<file path="config.mk">
export PLATFORM = sky130hd
export DESIGN_NAME = fetch_unit
export DESIGN_NICKNAME = d
export VERILOG_FILES = /design/src/rtl/memory_utils_pkg.sv /design/src/rtl/fetch_pc_reg.sv /design/src/rtl/fetch_unit.sv
export SDC_FILE = /design/constraint.sdc
export NUM_CORES = 1
export LEC_CHECK = 0
export ABC_AREA = 1
export CAP_MARGIN = 40
export CORE_UTILIZATION = 44
export DETAILED_ROUTE_END_ITERATION = 8
export PLACE_DENSITY = 0.86
export SLEW_MARGIN = 30
export SYNTH_ARGS = -nofsm -noshare
export SYNTH_HDL_FRONTEND = slang
export SYNTH_SLANG_ARGS = --single-unit
export TNS_END_PERCENT = 20
</file>
<file path="constraint.sdc">
create_clock -name clk -period 2.02 [get_ports clk]
set_clock_uncertainty 0.2 [all_clocks]
set_input_delay 0.606 -clock clk [delete_from_list [all_inputs] [get_ports clk]]
set_output_delay 0.606 -clock clk [all_outputs]
set_load 0.05 [all_outputs]
</file>
<file path="src/rtl/memory_utils_pkg.sv">
`default_nettype none
// +--------------------------------------------------------------------------+
// | memory_utils_pkg : shared word type, fetch states, read-type constants   |
// | Rev 1.0                                                                  |
// +--------------------------------------------------------------------------+
package memory_utils_pkg;

  localparam int WORD_W = 12;

  typedef logic [WORD_W-1:0] word_t;

  typedef enum logic [1:0] {
    IDLE = 2'd0,
    REQ  = 2'd1,
    WAIT = 2'd2,
    HOLD = 2'd3
  } fetch_state_e;

  localparam logic INSTRUCTION_FETCH = 1'b0;
  localparam logic DATA_READ         = 1'b1;

endpackage
`default_nettype wire

</file>
<file path="src/rtl/fetch_pc_reg.sv">
`default_nettype none
// +--------------------------------------------------------------------------+
// | fetch_pc_reg : program counter with load / increment next-value mux      |
// | Rev 1.0                                                                  |
// +--------------------------------------------------------------------------+
module fetch_pc_reg
  import memory_utils_pkg::*;
#(
  parameter word_t RESET_PC = 12'o0200
) (
  input  logic  clk,
  input  logic  reset_n,
  input  logic  load_i,
  input  word_t load_value_i,
  input  logic  incr_i,
  output word_t pc_o
);

  word_t pc_q;
  word_t pc_d;

  // Load has priority; increment wraps naturally at 12 bits.
  always_comb begin
    pc_d = pc_q;
    if (load_i) begin
      pc_d = load_value_i;
    end else if (incr_i) begin
      pc_d = pc_q + word_t'(1);
    end
  end

  always_ff @(posedge clk or negedge reset_n) begin
    if (!reset_n) begin
      pc_q <= RESET_PC;
    end else begin
      pc_q <= pc_d;
    end
  end

  assign pc_o = pc_q;

endmodule
`default_nettype wire

</file>
<file path="src/rtl/fetch_unit.sv">
`default_nettype none
// +--------------------------------------------------------------------------+
// | fetch_unit : instruction fetch FSM (IDLE/REQ/WAIT/HOLD) over memory ctrl |
// | Rev 1.0                                                                  |
// +--------------------------------------------------------------------------+
module fetch_unit
  import memory_utils_pkg::*;
#(
  parameter word_t RESET_PC = 12'o0200
) (
  input  logic  clk,
  input  logic  reset_n,
  input  logic  run,
  input  logic  pc_load,
  input  word_t pc_load_value,
  input  logic  skip,
  input  logic  instr_ready,
  input  word_t mem_read_data,
  input  logic  mem_done,
  output word_t mem_address,
  output logic  mem_read_enable,
  output logic  mem_read_type,
  output logic  mem_write_enable,
  output word_t instr,
  output word_t instr_pc,
  output logic  instr_valid,
  output word_t pc
);

  fetch_state_e state_q;
  word_t        instr_q;
  word_t        instr_pc_q;
  logic         instr_valid_q;
  logic         rd_en_q;
  logic         pc_load_en;
  logic         pc_incr_en;
  word_t        pc_w;

  // PC only moves in IDLE (load), on fetch completion, and on HOLD hand-off.
  always_comb begin
    pc_load_en = 1'b0;
    pc_incr_en = 1'b0;
    case (state_q)
      IDLE: pc_load_en = pc_load;
      WAIT: pc_incr_en = mem_done;
      HOLD: begin
        pc_load_en = instr_ready & pc_load;
        pc_incr_en = instr_ready & skip;
      end
      default: ;
    endcase
  end

  fetch_pc_reg #(
    .RESET_PC(RESET_PC)
  ) u_pc (
    .clk         (clk),
    .reset_n     (reset_n),
    .load_i      (pc_load_en),
    .load_value_i(pc_load_value),
    .incr_i      (pc_incr_en),
    .pc_o        (pc_w)
  );

  // Read enable is set on entry to REQ so it is high for exactly that cycle.
  always_ff @(posedge clk or negedge reset_n) begin
    if (!reset_n) begin
      state_q       <= IDLE;
      instr_q       <= '0;
      instr_pc_q    <= '0;
      instr_valid_q <= 1'b0;
      rd_en_q       <= 1'b0;
    end else begin
      case (state_q)
        IDLE: begin
          if (!pc_load && run) begin
            state_q <= REQ;
            rd_en_q <= 1'b1;
          end
        end
        REQ: begin
          rd_en_q <= 1'b0;
          state_q <= WAIT;
        end
        WAIT: begin
          if (mem_done) begin
            instr_q       <= mem_read_data;
            instr_pc_q    <= pc_w;
            instr_valid_q <= 1'b1;
            state_q       <= HOLD;
          end
        end
        HOLD: begin
          if (instr_ready) begin
            instr_valid_q <= 1'b0;
            if (run) begin
              state_q <= REQ;
              rd_en_q <= 1'b1;
            end else begin
              state_q <= IDLE;
            end
          end
        end
        default: begin
          state_q <= IDLE;
          rd_en_q <= 1'b0;
        end
      endcase
    end
  end

  assign mem_address      = pc_w;
  assign mem_read_enable  = rd_en_q;
  assign mem_read_type    = INSTRUCTION_FETCH;
  assign mem_write_enable = 1'b0;
  assign instr            = instr_q;
  assign instr_pc         = instr_pc_q;
  assign instr_valid      = instr_valid_q;
  assign pc               = pc_w;

endmodule
`default_nettype wire

</file>
-- After elaboration in Yosys (flattened, before gate mapping)
Index checks and enable logic that the tools add are counted.
- word-level logic and storage cells: 42
- output and inout bits: 52
- register bits: 40
- input port bits: 31
- add/sub/neg operators: 1
- reduce and logical (&&, ||, !) cells: 10
- mux-type cells: 16
- bitwise operators: 2
- equality and inequality tests: 7
- operators with widths (kind ; number):
    $mux 12 ; 2
    $add 12x1->12 const B ; 1
    $ne 2x2->1 const B ; 4
    $pmux 2 s4 ; 1
    $mux 1 ; 6
    $mux 2 ; 3
    $pmux 1 s2 ; 3
    $reduce_and 3->1 ; 2
    $eq 2x2->1 const B ; 2
    $reduce_and 4->1 ; 1
    $reduce_bool 2->1 ; 2
    $pmux 1 s3 ; 1
    $reduce_bool 3->1 ; 1
    $and 1x1->1 ; 2
    $eq 2x1->1 const B ; 1
    $logic_not 2->1 ; 1
    $reduce_and 2->1 ; 1
    $logic_and 1x1->1 ; 1
    $logic_not 1->1 ; 1

-- Longest topological paths before layout
- depth after elaboration: 4
- depth in mapped cells: 11
- mapped depth without buffers: 10

-- Hierarchy
Synthesis repeated with hierarchy kept, for this count alone.
- cells, all modules: 213
- area, all modules: 2155.8 µm²
- modules (own cells, without submodules) (module ; area each (µm²) ; cells each ; sequential area each (µm²) ; times used):
    fetch_unit ; 1402.6 ; 112 ; 700.7 ; 1
    fetch_pc_reg ; 753.2 ; 101 ; 301.5 ; 1

-- Worst setup path before layout
No wires, ideal clock.
- path type: register -> register
- start: register u_pc.pc_q[1], in the netlist u_pc.pc_o[1]
- end: register u_pc.pc_q[8], in the netlist u_pc.pc_o[8]
- period minus slack after synthesis: 1851 ps
- stages on the path, launching flop included: 9
- data arrival time: 1533 ps
- setup slack: 169 ps
- cell sequence: dfrtp_1 > ha_1 > nand3_1 > nor2_2 > nand2_1 > nand2_1 > nand3_1 > nand2_1 > nand2_1
- longest elaborated chain between the ends: 3
- RTL lines (element ; RTL line ; source):
    from (decl) ; fetch_pc_reg.sv:19 ; word_t pc_q;
    from (signal assigned) ; fetch_pc_reg.sv:36 ; pc_q <= pc_d;
    $add 12x1->12 ; fetch_pc_reg.sv:28 ; pc_d = pc_q + word_t'(1);
    $mux 12 ; fetch_pc_reg.sv:27 ; end else if (incr_i) begin
    $mux 12 ; fetch_pc_reg.sv:25 ; if (load_i) begin
Every way passes these cells. The select of a mux whose other input is x is not followed.
A chain may end at the register's enable or synchronous reset.

-- Final worst setup path
- start: register u_pc.pc_q[7], in the netlist u_pc.pc_o[7]
- end: output mem_address[7]
- RTL lines (element ; RTL line ; source):
    to (decl) ; fetch_unit.sv:20 ; output word_t mem_address,
No word-level cell between the ends.

==> out/metrics.yaml <==
worst_setup_path:
  crit_cells: 1
  cp_slowest_cell: "dfstp_2"
  path_buf_inv: 1
  required_ps: 1210
  cp-startpoint: "u_pc.pc_o[7]"
  reg2reg_depth: 9
  criticalPathCategory: "register to output port"
  crit_fanout: 8
  r2r-start: "state_q[0]"
  cp-end-kind: "output port"
  crit_path_start_kind: "register"
  cp_top_family: "flip-flops"
  cpPeakStageDelay_ps: 670
  arrival_ps: 1140
  cp_cell_sequence: "buf_12"
yosys:
  synth-xor-area-share_pct: 0
  ys.flop_type: "dfrtp_1"
  yosysUniqueCellTypes: 35
  synth_edf_count: 0
  synth_area_per_cell_um2: 8.99
  synth_simple_gate_area_share_pct: 23.6
  synth_top_family_by_area: "simple AND/OR/NAND/NOR gates"
  ys_async_sr_fraction_pct: 100
  syn_inst: 245
  synth_fa_ha_area_share_pct: 3.41
  yosysSeqAreaShare_pct: 45.5
  muxShareOfSynthArea_pct: 8.18
  synth-compound-area-share_pct: 7.27
  yosysWarnings: 0
  netlist_area_um2: 2200
  yosys_register_bits: 40
power:
  power_mw: 7.75
  ir_drop_mv: 1.01
  powerDensity_nw_per_um2: 2080
  p_leak_nw: 1.75
hold_path:
  hp-class: "input pin to async pin"
global_routing:
  grt_pass1_vias: 2049
  overflow: 0
  grtUsageTotal_pct: 24.5
  antenna_found_initial: 0
  grt_max_degree: 26
  grt_pass1_wl_um: 9840
status:
  status: "finished, final reports clean"
placement:
  place_hpwl_um: 4390
  placed_area_um2: 3590
  globalplace.congestion: 0.960
  place.port_buffers: 80
routing:
  wl_um: 5960
  viasPerCell: 5.06
  drc_errors: 0
  dr.pass1.iters: 4
  drtIter0Drc: 136
  drt.antenna.violating_nets: 0
  wire_per_inst_um: 15.1
  num_vias: 1995
layout:
  drive_gt1_share_pct: 34.9
  final_area_um2: 3720
  fillerInstances: 264
  layout_common_cells: "59 x nand2_1, 55 x buf_12, 39 x dfrtp_1"
  final_common_cell: "nand2_1"
  postLayoutCoreUtil_pct: 78.3
  syn_to_final_growth_pct: 69.0
  antenna_cells: 0
  finalNetCount: 363
clocking:
  clk_path_buf_depth: 2
  clkTransAtPathRegs_ps: 90
  cts_sinks: 40
  cts_made_buffers: 5
  htreeDepth: 2
  cts_resized: 0
  cts_setup_buffers: 0
  root_buffer: "clkbuf_8"
  cts_tree: "done"
  worstSkewPairLatency_ps: 300
  ctsHoldBuffers: 0
timing:
  fmax_ghz: 0.513
  min_period_ps: 1950
  rsz0062_at_grt: "false"
  slew_viol_final: 0
  setup_viol: 0
  hold_viol: 0
  fin_setup_tns_ps: 0
  period_share_pct: 96.5
die:
  pin_count: 83
  coreArea_um2: 4750
  die_w_um: 72.7
  die_y_um: 72.7
  dieArea_um2: 5290
  initial_core_util_pct: 46.3
  rows: 25
flow_run:
  max_cap_violations: 0
-- final timing paths --
| check | to | slack, ps |
|---|---|---|
| hold reg to reg | instr_pc[6] | 350 |
| max in group asynchronous | u_pc.pc_o[7] | 1050 |
| min in group clk | instr_pc[6] | 350 |
| hold / removal | instr[2] | 20 |
| setup reg to reg | u_pc.pc_o[4] | 150 |
| setup / recovery | mem_address[7] | 70 |
-- cells by family after synthesis --
group / Yosys count
and+or+nand+nor: 111
adders and majority gates: 6
buffers and inverters: 45
DFF: 40
muxes: 16
AOI/OAI and AO/OA: 26
other: 1
-- synth_stat cells, types with 2 or more instances --
cell     count  area share (%)
dfrtp_1     39              44
buf_2        2            0.45
a21oi_1      4            0.91
buf_4       15             5.1
nand2_2      6             1.7
o21ai_2      3             1.2
o21ai_0     13             3.0
nand2_4      3             1.5
inv_1       19             3.2
inv_2        4            0.68
mux2_2      16             8.2
nand3_1     23             5.2
nand2_1     59              10
nor2_1       9             1.5
nand4_1      4             1.1
nor2_2       2            0.57
ha_1         6             3.4
-- routing by layer --
layer  vias up  track usage (%)  share of wire [%]
li1        947                -                  -
met1       959             29.0                 39
met2        81             44.3                 53
met3         8             5.80                6.1
met4         0             6.75                1.3
met5         -                0                  0
-- report_power, final --
group / switching, mW / internal [mW]
clock network: 0.298 / 0.494
registers: 0.565 / 1.19
logic: 2.76 / 2.44
-- registers in the layout (all words and copies together) (netlist names) --
name / flops
u_pc.pc_o: 12
state_q: 2
instr_valid: 1
instr_pc: 12
mem_read_enable: 1
instr: 12
-- stage by stage --
step | setup WS (ps) | cells | hold slack (ps)
finish | 71.6 | 394 | 19.6
global route | 1.51 | 394 | 46.6
CTS | 63.1 | 394 | 30.1
detailed placement | -117 | 386 | 332
global placement | -64.5 | 386 | 326
floorplan | 169 | 246 | 110
-- layout make-up --
cell class / instances / area [µm²] / share of cell area, %
Clock buffer: 6 / 72.6 / 1.95
Clock inverter: 2 / 60.1 / 1.61
Inverter: 25 / 104 / 2.79
Multi-Input combinational cell: 161 / 942 / 25.3
Sequential cell: 40 / 1000 / 26.9
Tap cell: 67 / 83.8 / 2.25
Timing Repair Buffer: 93 / 1460 / 39.1
(Power assumes the default switching activity.)
